File: src/rtl/reaction_pkg.sv
// Shared types and constants for the reaction timer game.
package reaction_pkg;

    typedef enum logic [1:0] {
        START  = 2'd0,
        READY  = 2'd1,
        PLAY   = 2'd2,
        FINISH = 2'd3
    } state_t;

    localparam int unsigned DIGIT_W = 4;
    localparam int unsigned DELAY_W = 8;
    localparam int unsigned LFSR_W  = 8;

    localparam logic [DIGIT_W-1:0] BLANK     = 4'hF;
    localparam logic [LFSR_W-1:0]  LFSR_SEED = 8'hA5;

    // Fibonacci step for x^8+x^6+x^5+x^4+1.
    function automatic logic [LFSR_W-1:0] lfsr_next(input logic [LFSR_W-1:0] v);
        return {v[6:0], v[7] ^ v[5] ^ v[4] ^ v[3]};
    endfunction

endpackage

File: src/rtl/reaction_timer_if.sv
// Player inputs and display/status outputs of the reaction timer.
interface reaction_timer_if;
    import reaction_pkg::*;

    logic                btn;
    logic                tick;
    logic [DIGIT_W-1:0]  tens;
    logic [DIGIT_W-1:0]  ones;
    logic                go_led;
    logic                early;
    state_t              state;

    modport master (output btn, tick, input tens, ones, go_led, early, state);
    modport slave  (input btn, tick, output tens, ones, go_led, early, state);

endinterface

File: src/rtl/btn_sync.sv
// Button synchronizer plus rising-edge detector: one clk pulse per press.
module btn_sync #(
    parameter int unsigned SYNC_STAGES = 2
) (
    input  logic clk,
    input  logic reset,
    input  logic btn_in,
    output logic press_out
);

    logic [SYNC_STAGES-1:0] sync_q;
    logic                   last_q;

    always_ff @(posedge clk or posedge reset) begin
        if (reset) begin
            sync_q <= '0;
            last_q <= 1'b0;
        end else begin
            sync_q[0] <= btn_in;
            for (int unsigned i = 1; i < SYNC_STAGES; i++) begin
                sync_q[i] <= sync_q[i-1];
            end
            last_q <= sync_q[SYNC_STAGES-1];
        end
    end

    // Decoded from flops only, so the pulse is clean for the FSM.
    assign press_out = sync_q[SYNC_STAGES-1] & ~last_q;

endmodule

File: src/rtl/reaction_timer.sv
// Reaction timer game: random READY wait, then counts tenths until the player presses.
module reaction_timer
    import reaction_pkg::*;
#(
    parameter int unsigned MIN_DELAY   = 10,
    parameter int unsigned SYNC_STAGES = 2
) (
    input  logic              clk,
    input  logic              reset,
    reaction_timer_if.slave   bus
);

    logic                press;
    state_t              state_q;
    logic [DIGIT_W-1:0]  tens_q;
    logic [DIGIT_W-1:0]  ones_q;
    logic                go_q;
    logic                early_q;
    logic [DELAY_W-1:0]  delay_q;
    logic [LFSR_W-1:0]   lfsr_q;

    btn_sync #(.SYNC_STAGES(SYNC_STAGES)) u_sync (
        .clk       (clk),
        .reset     (reset),
        .btn_in    (bus.btn),
        .press_out (press)
    );

    // Game FSM with the LFSR and BCD counter folded into the same register block.
    always_ff @(posedge clk or posedge reset) begin
        if (reset) begin
            state_q <= START;
            tens_q  <= '0;
            ones_q  <= '0;
            go_q    <= 1'b0;
            early_q <= 1'b0;
            delay_q <= '0;
            lfsr_q  <= LFSR_SEED;
        end else begin
            lfsr_q <= lfsr_next(lfsr_q);
            case (state_q)
                START: begin
                    if (press) begin
                        delay_q <= DELAY_W'(MIN_DELAY) + DELAY_W'(lfsr_q[4:0]);
                        tens_q  <= BLANK;
                        ones_q  <= BLANK;
                        state_q <= READY;
                    end
                end
                READY: begin
                    // A press beats a terminal tick arriving in the same clk.
                    if (press) begin
                        early_q <= 1'b1;
                        state_q <= FINISH;
                    end else if (bus.tick) begin
                        if (delay_q <= DELAY_W'(1)) begin
                            delay_q <= '0;
                            tens_q  <= '0;
                            ones_q  <= '0;
                            go_q    <= 1'b1;
                            state_q <= PLAY;
                        end else begin
                            delay_q <= delay_q - DELAY_W'(1);
                        end
                    end
                end
                PLAY: begin
                    if (press) begin
                        go_q    <= 1'b0;
                        state_q <= FINISH;
                    end else if (bus.tick) begin
                        if (tens_q == DIGIT_W'(9) && ones_q == DIGIT_W'(9)) begin
                            go_q    <= 1'b0;
                            state_q <= FINISH;
                        end else if (ones_q == DIGIT_W'(9)) begin
                            ones_q <= '0;
                            tens_q <= tens_q + DIGIT_W'(1);
                        end else begin
                            ones_q <= ones_q + DIGIT_W'(1);
                        end
                    end
                end
                FINISH: begin
                    if (press) begin
                        early_q <= 1'b0;
                        tens_q  <= '0;
                        ones_q  <= '0;
                        state_q <= START;
                    end
                end
                default: state_q <= START;
            endcase
        end
    end

    assign bus.state  = state_q;
    assign bus.tens   = tens_q;
    assign bus.ones   = ones_q;
    assign bus.go_led = go_q;
    assign bus.early  = early_q;

endmodule

File: src/flat_wrapper.sv
// flat-port wrapper written by rule: the top's interface ports become plain ports
module reaction_timer_flat import reaction_pkg::*;
#(
    parameter int unsigned MIN_DELAY   = 10,
    parameter int unsigned SYNC_STAGES = 2
)
  (clk, reset, bus_btn, bus_tick, bus_tens, bus_ones, bus_go_led, bus_early, bus_state);
  reaction_timer_if bus_i ();
  input  logic clk;
  input  logic reset;
  input wire logic [$bits(bus_i.btn)-1:0] bus_btn;
  input wire logic [$bits(bus_i.tick)-1:0] bus_tick;
  output wire logic [$bits(bus_i.tens)-1:0] bus_tens;
  output wire logic [$bits(bus_i.ones)-1:0] bus_ones;
  output wire logic [$bits(bus_i.go_led)-1:0] bus_go_led;
  output wire logic [$bits(bus_i.early)-1:0] bus_early;
  output wire logic [$bits(bus_i.state)-1:0] bus_state;
  assign bus_i.btn = bus_btn;
  assign bus_i.tick = bus_tick;
  assign bus_tens = bus_i.tens;
  assign bus_ones = bus_i.ones;
  assign bus_go_led = bus_i.go_led;
  assign bus_early = bus_i.early;
  assign bus_state = bus_i.state;
  reaction_timer #(.MIN_DELAY(MIN_DELAY), .SYNC_STAGES(SYNC_STAGES)) u_core (.clk(clk), .reset(reset), .bus(bus_i));
endmodule
File: config.mk
export PLATFORM = sky130hd
export DESIGN_NAME = reaction_timer_flat
export DESIGN_NICKNAME = d
export VERILOG_FILES = /design/src/rtl/reaction_pkg.sv /design/src/rtl/reaction_timer_if.sv /design/src/rtl/btn_sync.sv /design/src/rtl/reaction_timer.sv /design/src/flat_wrapper.sv
export SDC_FILE = /design/constraint.sdc
export NUM_CORES = 1
export LEC_CHECK = 0
export CORE_MARGIN = 2
export CORE_UTILIZATION = 60
export CTS_CLUSTER_DIAMETER = 100
export DETAILED_ROUTE_END_ITERATION = 16
export MAX_ROUTING_LAYER = met4
export PLACE_DENSITY = 0.83
export SLEW_MARGIN = 20
export SYNTH_ARGS = -nofsm -noshare
export SYNTH_HDL_FRONTEND = slang
export SYNTH_SLANG_ARGS = --single-unit
File: constraint.sdc
create_clock -name clk -period 3.1 [get_ports clk]
set_clock_uncertainty 0.05 [all_clocks]
set_input_delay 0.465 -clock clk [delete_from_list [all_inputs] [get_ports clk]]
set_output_delay 0.465 -clock clk [all_outputs]
set_load 0.01 [all_outputs]
==> results.md <==
* Status: complete, no violations
* Hold EP: u_core.lfsr_q[7]
* Crit path launch type: flop
* R2R depth at 6
* Measured slew at the worst slew-check pin at 0.960 ns
* Busiest grt layer: met2
* Slowest CP cell: or4_1
* Post-Synth Adder-Cell Area at 7.24%
* Port Buf Inserts at 15
* #FFs+latches synth at 31
* Crit-path max FO at 16
* Clock Tree Buf Depth at 2
* Seq pwr share at 32.3%
* Largest net degree at the start of global routing at 32
* Critical Path, Cell by Cell: inv_1 > ha_1 > nor3b_1 > a22oi_1 > or4_1 > o21ai_0
* ANT cells at 0
* Final Slew Violations at 0
* Synth Area in Simple Gates at 16.3%
* CTS clock-pin slew for the worst setup and hold paths at 0.09 ns
* DRT Pass-1 Iters at 4
* Routed WL per cell at 15.6 um
* Clock Latency Late Sink at 0.35 ns
* Initial Utilization at 62.7%
* Period utilisation layout at 80.3%
* Vias in the first global route at 1358
* Endpoint class of the critical path: flop
* CTS Buf Count at 5
* Drt total wl at 3570 um
* Xor and xnor area share after synthesis at 2.53%
* Hold Fails Final Rpt at 0
* CTS resizes at 0
* Antenna-violating nets left at 0
* Post-synthesis mux area share at 0.652%
* Min-delay src: u_core.lfsr_q[6]
* Routability cong. at 1.03
* GR Util met2 at 36.7%
* Routed vias at 1429
* Area grow syn2layout at 13.3%
* Cell Int Power at 1150 uW
* CTS tree: yes
* Post-synthesis sequential area ratio at 45.2%
* Worst R2R End: u_core.delay_q[7]
* CTS sink count at 31
* Residual DRC count at 0
* Share of cells above drive strength 1 at 8.59%
* Synth Area in Compound Gates at 23.5%
* RSZ-0062 raised after global routing: no
* CP arrival at 2.70 ns
* Power Density at 1050 mW/mm^2
* Max-cap violations at 0
* Crit path largest cell delay at 0.49 ns
* Final worst path period need at 2.49 ns
* Total Power at 2060 uW
* Reg2reg start: u_core.bus.state[1]
* Die Area at 0.00333 mm^2
* Post-route setup slack at 0.611 ns
* Grt total ovfl at 0
* Yosys warns at 0
* Critical path class: flop to flop
* Psw at 915 uW
* Place WS at 0.628 ns
* Core Footprint at 0.00276 mm^2
* H-tree depth at 2
* Die Width at 57.7 um
* Met1 GRT Util at 32.4%
* Tot GR Track Use at 25.0%
* Setup TNS at 0 ns
* Syn_nets at 193
* Hold Buf Count CTS at 0
* Row count at 19
* Initial antenna violation count at 0
* Unique masters post-synth at 47
* Chip Height at 57.7 um
* Worst hold path depth at 0
* Syn Inst Count at 179
* Post-CTS Setup Bufs at 0
* Hold Path Class: flop to flop
* FMAX at 402 MHz
* CP required at 3.31 ns
* Max-slew headroom at 36.0%
* P_leak at 0.000848 uW
* Utilization after layout at 71.0%
* Layout Nets at 211
* Wire length of the first global-routing pass at 6120 um
* M3 GR Usage at 6.25%
* Peak VDD IR at 0.852 mV
* Syn avg cell area at 9.65 um^2
* Routed vias/inst at 6.24
* Beginning of the critical path: u_core.bus.state[1]
* Combinational Power Share at 55.6%
* Num ports at 16
* HPWL Detailed at 2540 um
* Sw Share at 44.3%
* Iteration-0 DRC Markers at 55
* CTS root buf: clkbuf_4
* Post-Syn Area at 0.00173 mm^2
* Worst reg-to-reg setup slack at 0.61 ns
* Clock network power share at 12.1%
* Largest family of logic cells by synthesized area: compound AO/OA/AOI/OAI gates
* Final Setup Violations at 0
[layer usage]
metal  up-vias  part of all wire, %  wire length (um)
met4         0                  2.3                82
met5         -                    0                 0
met2        60                   47              1690
met1       671                   46              1640
li1        688                    -                 -
met3        10                  4.7               168
[per-stage QoR]
step                area, um^2  hold slack, ns  cells
global route              1960           0.330    229
CTS                       1960           0.318    229
finish                    1960           0.313    229
floorplan                 1730           0.281    179
global placement          1900           0.291    221
detailed placement        1900           0.296    221
[worst max path at each step]
stage                                to
global route          u_core.delay_q[7]
detailed placement    u_core.delay_q[6]
CTS                   u_core.delay_q[7]
global placement      u_core.delay_q[7]
floorplan           u_core.bus.state[0]
finish                u_core.delay_q[7]
[synth_stat cells (all sizes together)]
cell | n | share of area, %
o211ai | 2 | 0.87
dfstp | 4 | 6.1
o32a | 2 | 1.2
ha | 10 | 7.2
buf | 2 | 1.1
a211oi | 2 | 0.87
a21boi | 1 | 0.43
dfrtp | 27 | 39
nand2 | 11 | 2.4
nor3b | 1 | 0.43
clkbuf | 4 | 0.87
nand4bb | 1 | 0.65
o22ai | 2 | 0.72
nor3 | 4 | 1.2
nand4 | 2 | 0.72
nor2 | 12 | 2.6
o221ai | 1 | 0.51
nor4 | 1 | 0.36
and2 | 3 | 1.2
o41ai | 2 | 2.1
a311oi | 1 | 0.51
o31a | 1 | 0.51
a22oi | 1 | 0.43
nor2b | 4 | 1.4
o21ai | 19 | 5.5
a22o | 2 | 1.0
o2bb2ai | 1 | 0.51
xor2 | 3 | 1.5
a211o | 1 | 0.51
a31oi | 7 | 2.5
xnor2 | 2 | 1.0
a21oi | 11 | 3.2
o21a | 3 | 1.3
or3 | 1 | 0.36
nand3 | 6 | 1.7
o31ai | 1 | 0.43
nor4bb | 1 | 0.58
mux2 | 1 | 0.65
nand3b | 2 | 0.87
inv | 12 | 2.6
or4 | 2 | 1.1
o21bai | 1 | 0.43
nand2b | 2 | 0.72
[cells in the final DEF (no fill, tap or decap), types with 5 or more instances in the layout]
cell type,n
o21ai_0,19
ha_1,10
dfrtp_1,27
a21oi_1,11
inv_1,12
clkdlybuf4s50_1,15
a31oi_1,7
clkbuf_4,5
nand3_1,6
nor2_1,12
nand2_1,11
[kinds of logic (layout without fill, tap and decap cells)]
logic type | Yosys count | after routing
flip-flops | 31 | 31
AO/OA/AOI/OAI | 61 | 61
adder cells (fa/ha/maj) | 10 | 10
buffers and inverters | 18 | 37
AND/OR/NAND/NOR | 53 | 53
XOR/XNOR | 5 | 5
multiplexers | 1 | 1
[critical path, delay by kind of cell, from the launching register on]
kind                       cells  cell delay, ns
and+or+nand+nor                2            0.93
adders and majority gates      1            0.34
DFF                            1            0.44
buffers and inverters          1            0.11
AOI/OAI and AO/OA              2            0.54
[registers in the layout, summed over array words and instances (netlist names)]
signal	flops
u_core.u_sync.sync_q	2
u_core.bus.tens	4
u_core.u_sync.last_q	1
u_core.delay_q	8
u_core.lfsr_q	8
u_core.bus.ones	4
u_core.bus.go_led	1
u_core.bus.state	2
u_core.bus.early	1
[power groups by stage]
stage,logic (uW),registers [uW],clock network (uW)
after floorplan,802,679,0
after global placement,1100,662,0
after detailed placement,1130,673,0
after CTS,1140,665,252
after global routing,1280,686,269
final,1150,666,250
[cell type report]
cell class	count	area (um^2)
inverters	12	45.0
clock inverters	1	5.00
repair buffers	17	165
multi-input cells	130	868
flip-flops and latches	31	781
well taps	31	38.8
clock buffers	7	55.1
fillers	193	800
(Power assumes the default switching activity.)
